--- src/rtl/tri_raster_ctrl.sv ---
// Bounding-box rasteriser: scans every pixel of a triangle's box in row-major order and
// flags inside/outside using one shared edge-function unit evaluated over three cycles.
module tri_raster_ctrl #(
    parameter int W = 11
) (
    input  logic         clk,
    input  logic         rst_n,
    input  logic         start,
    input  logic [W-1:0] p1x,
    input  logic [W-1:0] p1y,
    input  logic [W-1:0] p2x,
    input  logic [W-1:0] p2y,
    input  logic [W-1:0] p3x,
    input  logic [W-1:0] p3y,
    output logic         busy,
    output logic         out_valid,
    input  logic         out_ready,
    output logic [W-1:0] out_x,
    output logic [W-1:0] out_y,
    output logic         out_inside,
    output logic         done,
    output logic [2:0]   dbg_state
);

    // Stream handshake: a pixel transfers on a rising edge where out_valid && out_ready;
    // out_valid and the pixel fields hold unchanged until that transfer happens.

    typedef enum logic [2:0] {
        S_IDLE = 3'd0,
        S_BBOX = 3'd1,
        S_EDGE = 3'd2,
        S_EMIT = 3'd3,
        S_DONE = 3'd4
    } state_t;

    localparam logic [W-1:0] ONE = {{(W-1){1'b0}}, 1'b1};

    state_t         state_q;
    logic [W-1:0]   v1x_q, v1y_q, v2x_q, v2y_q, v3x_q, v3y_q;
    logic [W-1:0]   xmin_q, xmax_q, ymin_q, ymax_q;
    logic [W-1:0]   cur_x_q, cur_y_q;
    logic [1:0]     e_q;
    logic [1:0]     sign_q;
    logic           busy_q, valid_q, inside_q, done_q;
    logic [W-1:0]   ox_q, oy_q;

    logic [W-1:0]          ax, ay, bx, by;
    logic signed [W:0]     dpx, day, dax, dpy;
    logic signed [2*W+1:0] prod_a, prod_b;
    logic signed [2*W+2:0] edge_d;
    logic                  sign_now;

    function automatic logic [W-1:0] min3(input logic [W-1:0] a, b, c);
        logic [W-1:0] m;
        m = (a < b) ? a : b;
        return (c < m) ? c : m;
    endfunction

    function automatic logic [W-1:0] max3(input logic [W-1:0] a, b, c);
        logic [W-1:0] m;
        m = (a > b) ? a : b;
        return (c > m) ? c : m;
    endfunction

    // Edge e uses (p1,p2), (p2,p3), (p3,p1); operands widened so d cannot overflow.
    always_comb begin
        ax = v1x_q;
        ay = v1y_q;
        bx = v2x_q;
        by = v2y_q;
        case (e_q)
            2'd1: begin ax = v2x_q; ay = v2y_q; bx = v3x_q; by = v3y_q; end
            2'd2: begin ax = v3x_q; ay = v3y_q; bx = v1x_q; by = v1y_q; end
            default: ;
        endcase
        dpx      = $signed({1'b0, cur_x_q}) - $signed({1'b0, bx});
        day      = $signed({1'b0, ay}) - $signed({1'b0, by});
        dax      = $signed({1'b0, ax}) - $signed({1'b0, bx});
        dpy      = $signed({1'b0, cur_y_q}) - $signed({1'b0, by});
        prod_a   = (2*W+2)'(dpx) * (2*W+2)'(day);
        prod_b   = (2*W+2)'(dax) * (2*W+2)'(dpy);
        edge_d   = (2*W+3)'(prod_a) - (2*W+3)'(prod_b);
        sign_now = edge_d[2*W+2];
    end

    always_ff @(posedge clk or negedge rst_n) begin
        if (!rst_n) begin
            state_q  <= S_IDLE;
            v1x_q    <= '0; v1y_q <= '0; v2x_q <= '0;
            v2y_q    <= '0; v3x_q <= '0; v3y_q <= '0;
            xmin_q   <= '0; xmax_q <= '0; ymin_q <= '0; ymax_q <= '0;
            cur_x_q  <= '0; cur_y_q <= '0;
            e_q      <= '0;
            sign_q   <= '0;
            busy_q   <= 1'b0;
            valid_q  <= 1'b0;
            inside_q <= 1'b0;
            done_q   <= 1'b0;
            ox_q     <= '0;
            oy_q     <= '0;
        end else begin
            case (state_q)
                S_IDLE: begin
                    done_q <= 1'b0;
                    if (start) begin
                        v1x_q   <= p1x; v1y_q <= p1y;
                        v2x_q   <= p2x; v2y_q <= p2y;
                        v3x_q   <= p3x; v3y_q <= p3y;
                        busy_q  <= 1'b1;
                        state_q <= S_BBOX;
                    end
                end
                S_BBOX: begin
                    xmin_q  <= min3(v1x_q, v2x_q, v3x_q);
                    xmax_q  <= max3(v1x_q, v2x_q, v3x_q);
                    ymin_q  <= min3(v1y_q, v2y_q, v3y_q);
                    ymax_q  <= max3(v1y_q, v2y_q, v3y_q);
                    cur_x_q <= min3(v1x_q, v2x_q, v3x_q);
                    cur_y_q <= min3(v1y_q, v2y_q, v3y_q);
                    e_q     <= 2'd0;
                    state_q <= S_EDGE;
                end
                S_EDGE: begin
                    if (e_q == 2'd2) begin
                        inside_q <= (sign_q[0] == sign_q[1]) && (sign_q[1] == sign_now);
                        ox_q     <= cur_x_q;
                        oy_q     <= cur_y_q;
                        valid_q  <= 1'b1;
                        state_q  <= S_EMIT;
                    end else begin
                        sign_q[e_q[0]] <= sign_now;
                        e_q            <= e_q + 2'd1;
                    end
                end
                S_EMIT: begin
                    if (out_ready) begin
                        valid_q <= 1'b0;
                        e_q     <= 2'd0;
                        if (cur_x_q < xmax_q) begin
                            cur_x_q <= cur_x_q + ONE;
                            state_q <= S_EDGE;
                        end else if (cur_y_q < ymax_q) begin
                            cur_x_q <= xmin_q;
                            cur_y_q <= cur_y_q + ONE;
                            state_q <= S_EDGE;
                        end else begin
                            done_q  <= 1'b1;
                            busy_q  <= 1'b0;
                            state_q <= S_DONE;
                        end
                    end
                end
                S_DONE: begin
                    done_q  <= 1'b0;
                    state_q <= S_IDLE;
                end
                default: state_q <= S_IDLE;
            endcase
        end
    end

    assign busy       = busy_q;
    assign out_valid  = valid_q;
    assign out_x      = ox_q;
    assign out_y      = oy_q;
    assign out_inside = inside_q;
    assign done       = done_q;
    assign dbg_state  = state_q;

endmodule

--- config.mk ---
export PLATFORM = sky130hd
export DESIGN_NAME = tri_raster_ctrl
export DESIGN_NICKNAME = d
export VERILOG_FILES = /design/src/rtl/tri_raster_ctrl.sv
export SDC_FILE = /design/constraint.sdc
export NUM_CORES = 1
export LEC_CHECK = 0
export BUFFER_PORTS_ARGS = -buffer_cell sky130_fd_sc_hd__buf_4
export CAP_MARGIN = 20
export CORE_ASPECT_RATIO = 0.6
export CORE_UTILIZATION = 55
export CTS_CLUSTER_SIZE = 40
export DETAILED_ROUTE_END_ITERATION = 16
export MAX_ROUTING_LAYER = met4
export PLACE_DENSITY = 0.84
export SLEW_MARGIN = 10
export SYNTH_ARGS = -nofsm -noshare
export SYNTH_HDL_FRONTEND = slang
export SYNTH_SLANG_ARGS = --single-unit
export TNS_END_PERCENT = 10
--- constraint.sdc ---
create_clock -name clk -period 22.2 [get_ports clk]
set_input_delay 4.44 -clock clk [delete_from_list [all_inputs] [get_ports clk]]
set_output_delay 4.44 -clock clk [all_outputs]
set_load 0.03 [all_outputs]
Word level (Yosys, flattened, before mapping)
Index checks and enable logic that the tools add are counted.
Word-level totals
  memories: 0
  word-level logic and storage cells: 122
  bits in writable memories: 0
  latch bits: 0
  input port bits: 70
  output and inout port bits: 29
  bits in read-only memories: 0
  register bits after elaboration: 154
Operators by class
  divide/modulo/power cells: 0
  mux-type cells: 44
  multiply operators: 2
  $add $sub $neg: 8
  eq/ne operators: 16
  reduce and logical (&&, ||, !) cells: 19
  bitwise logic cells: 1
  order comparisons: 12
  shift-type cells: 0
Operators by type and width (count)
  11-bit two-way mux: 14
  11-bit case mux with 2 select lines: 6
  11-bit < comparator: 6
  12-bit by 12-bit multiplier with 24-bit output: 2
  11-bit by 11-bit subtractor with 12-bit output: 4
  11-bit greater-than comparator: 4
  24-bit by 24-bit subtractor with 25-bit output: 1
  11-bit by 1-bit adder with 11-bit output, second input constant: 2
  3-bit two-way mux: 5
  2-bit inequality test, second input constant: 7
  3-bit case mux with 4 select lines: 1
  3-bit AND reduction: 4
  1-bit two-way mux: 10
  4-bit AND reduction: 2
  2-bit nonzero test: 4
  3-bit by 2-bit == test with 1-bit output, second input constant: 2
  1-bit case mux with 2 select lines: 3
  2-bit case mux with 3 select lines: 1
  2-bit AND reduction: 3
  5-bit AND reduction: 1
  2-bit two-way mux: 2
  3-bit by 1-bit == test with 1-bit output, second input constant: 1
  3-bit == test, second input constant: 1
  3-bit logical NOT: 1
  13 further kinds: 15

Depth between registers and ports, before layout
Gate-level depths: netlist of run 1.
  word-level depth: 7
  mapped depth: 44
  depth with buffers taken out: 39

Worst setup path before layout of run 1
No wires, ideal clock.
  path type: register to register
  from: reg e_q[0]
  to: reg inside_q, in the netlist out_inside
  arrival time: 9500 ps
  setup slack: 12559 ps
  period minus slack after synthesis: 9641 ps
  buffers on the path: 3
  stages on the path, launching flop included: 42
  setup time: 142 ps
  data required time: 22058 ps
  cells stage by stage: dfrtp_1 > inv_1 > ha_1 > buf_6 > buf_2 > buf_1 > a22oi_1 > o21ai_0 > ha_1 > inv_1 > fa_1 > a21o_1 > a21oi_1 > o21bai_1 > a21oi_1 > o21ai_0 > a21o_1 > a21o_1 > [6 not listed] > fa_1 > fa_1 > inv_1 > fa_1 > fa_1 > inv_1 > fa_1 > inv_1 > ha_1 > nand4_1 > nor2_1 > nand2_1 > o31ai_1 > o2111ai_1 > a31o_2 > xnor2_1 > mux2i_1 > a21oi_1
Between the ends
  cells in the longest elaborated chain, start to end: 7
  elaborated cells between the ends (all ways): 16
  those cells by class: 5 x add/sub; 2 x mul; 3 x eq/ne; 4 x mux; 2 x reduce/logical
Ends and longest elaborated chain
  start: declaration: RTL line 42  | logic [1:0] e_q;
  start signal: assignment: RTL line 132  | e_q <= e_q + 2'd1;
  2-bit == test or 2-bit by 1-bit == test with 1-bit output (tied branches): RTL line 71, 124
  11-bit case mux with 2 select lines: RTL line 71  | case (e_q)
  11-bit by 11-bit subtractor with 12-bit output, on equally long branches
  12-bit by 12-bit multiplier with 24-bit output, on equally long branches: RTL line 80, 81
  24-bit by 24-bit subtractor with 25-bit output: RTL line 82  | edge_d = (2*W+3)'(prod_a) - (2*W+3)'(prod_b);
  1-bit == test: RTL line 125  | inside_q <= (sign_q[0] == sign_q[1]) && (sign_q[1] == sign_now);
  1-bit logical AND: RTL line 125
  end signal: assignment: RTL line 125
  end: declaration: RTL line 44  | logic busy_q, valid_q, inside_q, done_q;
Several ways; a longest one is shown, not always the timed one.
A chain may end at the register's enable or synchronous reset.

Final worst setup path of run 1
Ends and elaborated chain as after synthesis.

==> metrics.txt, run 1 <==
status finished clean; most used cell, CP fa_1; Critical Path Source Type flip-flop; Crit path largest cell delay 0.82 ns; # diodes 0; fmax 0.0877 GHz; Post-Syn Nets 3120; slew margin rel. 27.7%; Crit path arrival time 11.71 ns; TNS Setup 0 ns; CTS Buf Count 17; post-synthesis cell type count 82; worst path required time 22.51 ns; Worst-path clk slew 0.07 ns; DRC viols 0; DRT Pass-1 Iters 7; critical path class reg2reg; CTS sink count 154; vias per std cell 6.08; Post-synth top flop dfrtp_1; Final Cycle Share 51.4%; die area 43100 um2; most frequent cells in the layout inv_1, fa_1, nand2_1; Yosys warning total 0; Seq/Total Area, Yosys 16.6%; Antenna Violating Nets Remaining 0; placed cells 3083; largest net degree at the start of global routing 99; H-tree depth 4; Final GP Congestion 1.06; GRT overflow 0; standard-cell rows 57; endpoints failing hold 0; final worst path period need 11.41 ns; root buf cell clkbuf_16; Initial Utilization 56.6%; hpwl dp 60600 um; RSZ-0062 raised after global routing false; Hold Path Class reg2reg; endpoints failing setup 0; Synth async-reset ratio 100%; post-synthesis instance total 2500; post_cts resized 0; first-pass GRT wire length 115000 um; cell taking the most area after synthesis fa_1; worst-margin pin slew 1.08 ns; Layout Nets 3165; Slew Viols, Final 0; clk_lat worst skew 0.44 ns; Max-Cap Viols 0; share of cells above drive strength 1 10.6%; crit path max fanout 52; CTS Hold Bufs 0; DR iter-0 viols 2229; Global Route Usage Sum 36.8%; DR WL/cell 23.5 um; Top Ports 99; antenna violations before repair 0; clock skew 0.0150 ns; chip width 267 um; commonest non-fill, non-tap cell in the layout inv_1; synthesis-stage register bit count 154; vias in the first global route 19.2k; cell area after synthesis 23200 um2; fin cells 3118; Reg2Reg Setup Slack 10.79 ns; Area Overhead vs Synth 7.79%; element type at the critical path end flip-flop; DRT Wirelength 73200 um; syn avg cell area 9.28 um2; Synth area leaders fa_1, dfrtp_1, ha_1; Filler cells 3423; slowest CP cell ha_2; Via Count 19.0k; CTS tree yes; Chip Height 161 um; core area 41000 um2; PortBufs 98; Synth top area share 28.5%; Post-CTS Setup Inserts 0; Max Buffers Root-to-Sink 2; Post-synth EDFFs 0
[layer usage]
layer  up-vias  GRT usage [%]  routed length (um)
met2      1160           47.0               28100
met5         -              -                   0
met4         0           5.15                1030
li1       8299              -                   -
met1      9399           54.9               32300
met3        98           14.5               11700
[through the flow]
stage               utilization [%]  area, um2  hold WS [ns]  setup WS (ns)
CTS                            61.0      25000         0.488          10.95
floorplan                         -      23200         0.444          12.56
detailed placement             59.5      24400         0.472          10.98
global route                   61.0      25000         0.534          10.26
global placement               59.5      24400         0.465          11.34
finish                         61.0      25000         0.486          10.79
[state kept, by name, summed over array words and instances (netlist names)]
signal,cells
done,1
v3x_q,11
out_inside,1
v1y_q,11
busy,1
v2y_q,11
cur_y_q,11
v1x_q,11
out_valid,1
v2x_q,11
ymax_q,11
sign_q,2
xmin_q,11
e_q,2
dbg_state,3
xmax_q,11
v3y_q,11
cur_x_q,11
out_x,11
out_y,11
[logic make-up after synthesis]
| logic type | share of synthesized area (%) |
|---|---|
| AO/OA/AOI/OAI | 12.4 |
| XOR/XNOR | 3.32 |
| adder cells (fa/ha/maj) | 40.6 |
| buffers and inverters | 8.66 |
| flip-flops | 16.6 |
| multiplexers | 5.38 |
| AND/OR/NAND/NOR | 13.0 |
[final cells by class]
| type | instances | area (um2) | share of cell area (%) |
|---|---|---|---|
| sequential | 154 | 3850 | 15.4 |
| timing repair buffer | 125 | 940 | 3.76 |
| inverter | 415 | 1560 | 6.23 |
| multi-input combinational | 1832 | 17400 | 69.4 |
| clock buffer | 17 | 425 | 1.70 |
| clock inverter | 15 | 179 | 0.715 |
| tap | 560 | 701 | 2.80 |
[worst paths after layout]
check	start	end	cells after the start
max	e_q[0]$_DFFE_PN0P_	out_inside$_DFFE_PN0P_	38
min	xmin_q[0]$_DFFE_PN0N_	xmin_q[0]$_DFFE_PN0N_	2
max reg2reg	e_q[0]$_DFFE_PN0P_	out_inside$_DFFE_PN0P_	38
min reg2reg	xmin_q[0]$_DFFE_PN0N_	xmin_q[0]$_DFFE_PN0N_	2
max in group asynchronous	rst_n	cur_x_q[9]$_DFFE_PN0P_	2
min in group asynchronous	rst_n	v2y_q[4]$_DFFE_PN0P_	1
[cells in the mapped netlist, types with 4 or more instances]
cell / number
nand2b_1: 36
o21ai_0: 111
a21o_1: 36
ha_1: 220
a21boi_0: 4
nor3_1: 9
nand4_1: 35
mux2_2: 74
mux2i_1: 40
and3_1: 11
o311ai_0: 31
buf_4: 10
a221oi_1: 5
a211oi_1: 5
nand2_1: 242
xor2_1: 29
a22oi_1: 22
fa_1: 330
inv_1: 414
dfrtp_1: 154
o21a_1: 19
a221oi_2: 7
buf_2: 10
o211ai_1: 8
clkbuf_1: 68
o21bai_1: 7
a21oi_1: 65
xnor2_1: 59
a31oi_1: 17
maj3_1: 5
buf_1: 8
nor2b_1: 26
or2_2: 9
and2_1: 38
o31ai_1: 6
a221o_1: 24
nor2_1: 187
o21ai_1: 9
or3_1: 11
nand3_1: 37
a31o_2: 5
[worst max-delay path: cells and delay by family (launching register included)]
family                     cells  cell delay (ns)
AOI/OAI and AO/OA             13             3.03
xor gates and xnor gates       2             1.11
adders and majority gates     11             5.46
buffers and inverters          7             0.45
DFF                            1             0.41
muxes                          1             0.23
and+or+nand+nor                4             0.57
Power of run 1 is not shown: default switching activity piles up to over one toggle a cycle in this logic, so the estimate is an artifact.
==> inputs of run 2 (changes only) <==
==> constraint.sdc (replaced) <==
create_clock -name clk -period 10.8 [get_ports clk]
set_input_delay 2.16 -clock clk [delete_from_list [all_inputs] [get_ports clk]]
set_output_delay 2.16 -clock clk [all_outputs]
set_load 0.03 [all_outputs]
==> metrics.txt, run 2 (synthesized netlist as in run 1, its figures left out) <==
Final Cycle Share 95.4% (was 51.4%); GR Util met3 12.9% (was 14.5%); Max Buffers Root-to-Sink 2 (unchanged); H-tree depth 4 (unchanged); first-pass GRT wire length 114000 um (was 115000 um); vias per std cell 6.09 (was 6.08); M1 GR Usage 53.2% (was 54.9%); CTS Hold Bufs 0 (unchanged); antenna violations before repair 1 (was 0); critical path class reg2reg (unchanged); Worst Hold Path Cells 2 (unchanged); CTS sink count 154 (unchanged); vias in the first global route 19.2k (about the same); Slew Viols, Final 0 (unchanged); slowest CP cell fa_1 (was ha_2); Global Route Usage Sum 35.9% (was 36.8%); die area 43100 um2 (unchanged); final worst path period need 10.30 ns (was 11.41 ns); Post-CTS Setup Inserts 0 (unchanged); standard-cell rows 57 (unchanged); endpoints failing hold 0 (unchanged); clock skew 0.0132 ns (was 0.0150 ns); GRT overflow 0 (unchanged); Area Overhead vs Synth 8.74% (was 7.79%); Layout Nets 3184 (was 3165); fmax 0.0971 GHz (was 0.0877 GHz); Critical Path Source Type flip-flop (unchanged); Filler cells 3394 (was 3423); DP Area 24500 um2 (was 24400 um2); element type at the critical path end flip-flop (unchanged); commonest non-fill, non-tap cell in the layout inv_1 (unchanged); PortBufs 98 (unchanged); Hold Crit Start xmin_q[0]$_DFFE_PN0N_ (unchanged); met2 Usage GRT 47.0% (about the same); Top Ports 99 (unchanged); DR iter-0 viols 2283 (was 2229); Crit path arrival time 10.61 ns (was 11.71 ns); largest net degree at the start of global routing 99 (unchanged); hpwl dp 59300 um (was 60600 um); slew margin rel. 19.9% (was 27.7%); chip width 267 um (unchanged); RSZ-0062 raised after global routing false (unchanged); most frequent cells in the layout inv_1, fa_1, nand2_1 (unchanged); Antenna Violating Nets Remaining 0 (unchanged); Final GP Congestion 1.05 (was 1.06); status finished clean (unchanged); CTS Buf Count 17 (unchanged); gr busiest metal met1 (unchanged); endpoints failing setup 0 (unchanged); worst-margin pin slew 1.19 ns (was 1.08 ns); TNS Setup 0 ns (unchanged); DRC viols 0 (unchanged); Hold Path Class reg2reg (unchanged); Finished Cell Area 25200 um2 (was 25000 um2); Worst Setup SP e_q[1]$_DFFE_PN0P_ (was e_q[0]$_DFFE_PN0P_); Via Count 19.1k (was 19.0k); Max-Cap Viols 0 (unchanged); DR WL/cell 22.8 um (was 23.5 um); multi-input logic area 17400 um2 (about the same); CTS tree yes (unchanged); DRT Wirelength 71500 um (was 73200 um); most used cell, CP fa_1 (unchanged); DRT Pass-1 Iters 6 (was 7); post_cts resized 0 (unchanged); share of cells above drive strength 1 11.3% (was 10.6%); Reg2Reg Depth 36 (was 38); core area 41000 um2 (unchanged); worst path required time 11.11 ns (was 22.51 ns); Chip Height 161 um (unchanged); Worst-path clk slew 0.07 ns (about the same); Sequential Area 3850 um2 (unchanged); clk_lat worst skew 0.45 ns (was 0.44 ns); Initial Utilization 56.6% (unchanged); root buf cell clkbuf_16 (unchanged); crit path max fanout 47 (was 52); Crit path largest cell delay 0.90 ns (was 0.82 ns); R2R Path Start e_q[1]$_DFFE_PN0P_ (was e_q[0]$_DFFE_PN0P_)
run 2: per-layer routing:
metal  part of all wire [%]  vias to the layer above
met1                     43                     9478
met5                      0                        -
met3                     16                      103
met4                    1.7                        0
li1                       -                     8353
met2                     39                     1189
run 2: critical path, delay by kind of cell (launching register included):
kind	cells	cell delay (ns)
buf+inv	7	1.07
mux	1	0.23
xor+xnor	1	0.36
flops	1	0.42
simple gates	5	0.62
compound gates	12	2.58
fa+ha+maj	10	4.86
run 2: area by class of cell:
type | count | area share, %
multi-input combinational | 1832 | 68.9
tap | 560 | 2.78
inverter | 415 | 6.17
clock inverter | 15 | 0.803
clock buffer | 17 | 1.69
sequential | 154 | 15.3
antenna | 3 | 0.0297
timing repair buffer | 144 | 4.38
run 2: stage by stage:
stage,hold WS [ns],worst slack [ns],std cells,utilization [%]
after floorplan,0.444,1.16,2500,-
after global placement,0.467,0.744,3103,59.9
after detailed placement,0.479,0.444,3103,59.9
after CTS,0.495,0.434,3135,61.4
after global routing,0.532,0.0392,3138,61.5
final,0.495,0.498,3140,61.6
run 2: final timing paths:
check | endpoint | slack, ns
max | out_inside$_DFFE_PN0P_ | 0.50
min | xmin_q[0]$_DFFE_PN0N_ | 0.50
max reg2reg | out_inside$_DFFE_PN0P_ | 0.50
min reg2reg | xmin_q[0]$_DFFE_PN0N_ | 0.50
max in group asynchronous | out_x[4]$_DFFE_PN0P_ | 7.89
min in group asynchronous | out_y[0]$_DFFE_PN0P_ | 1.74
Power of run 2 is left out for the same reason.
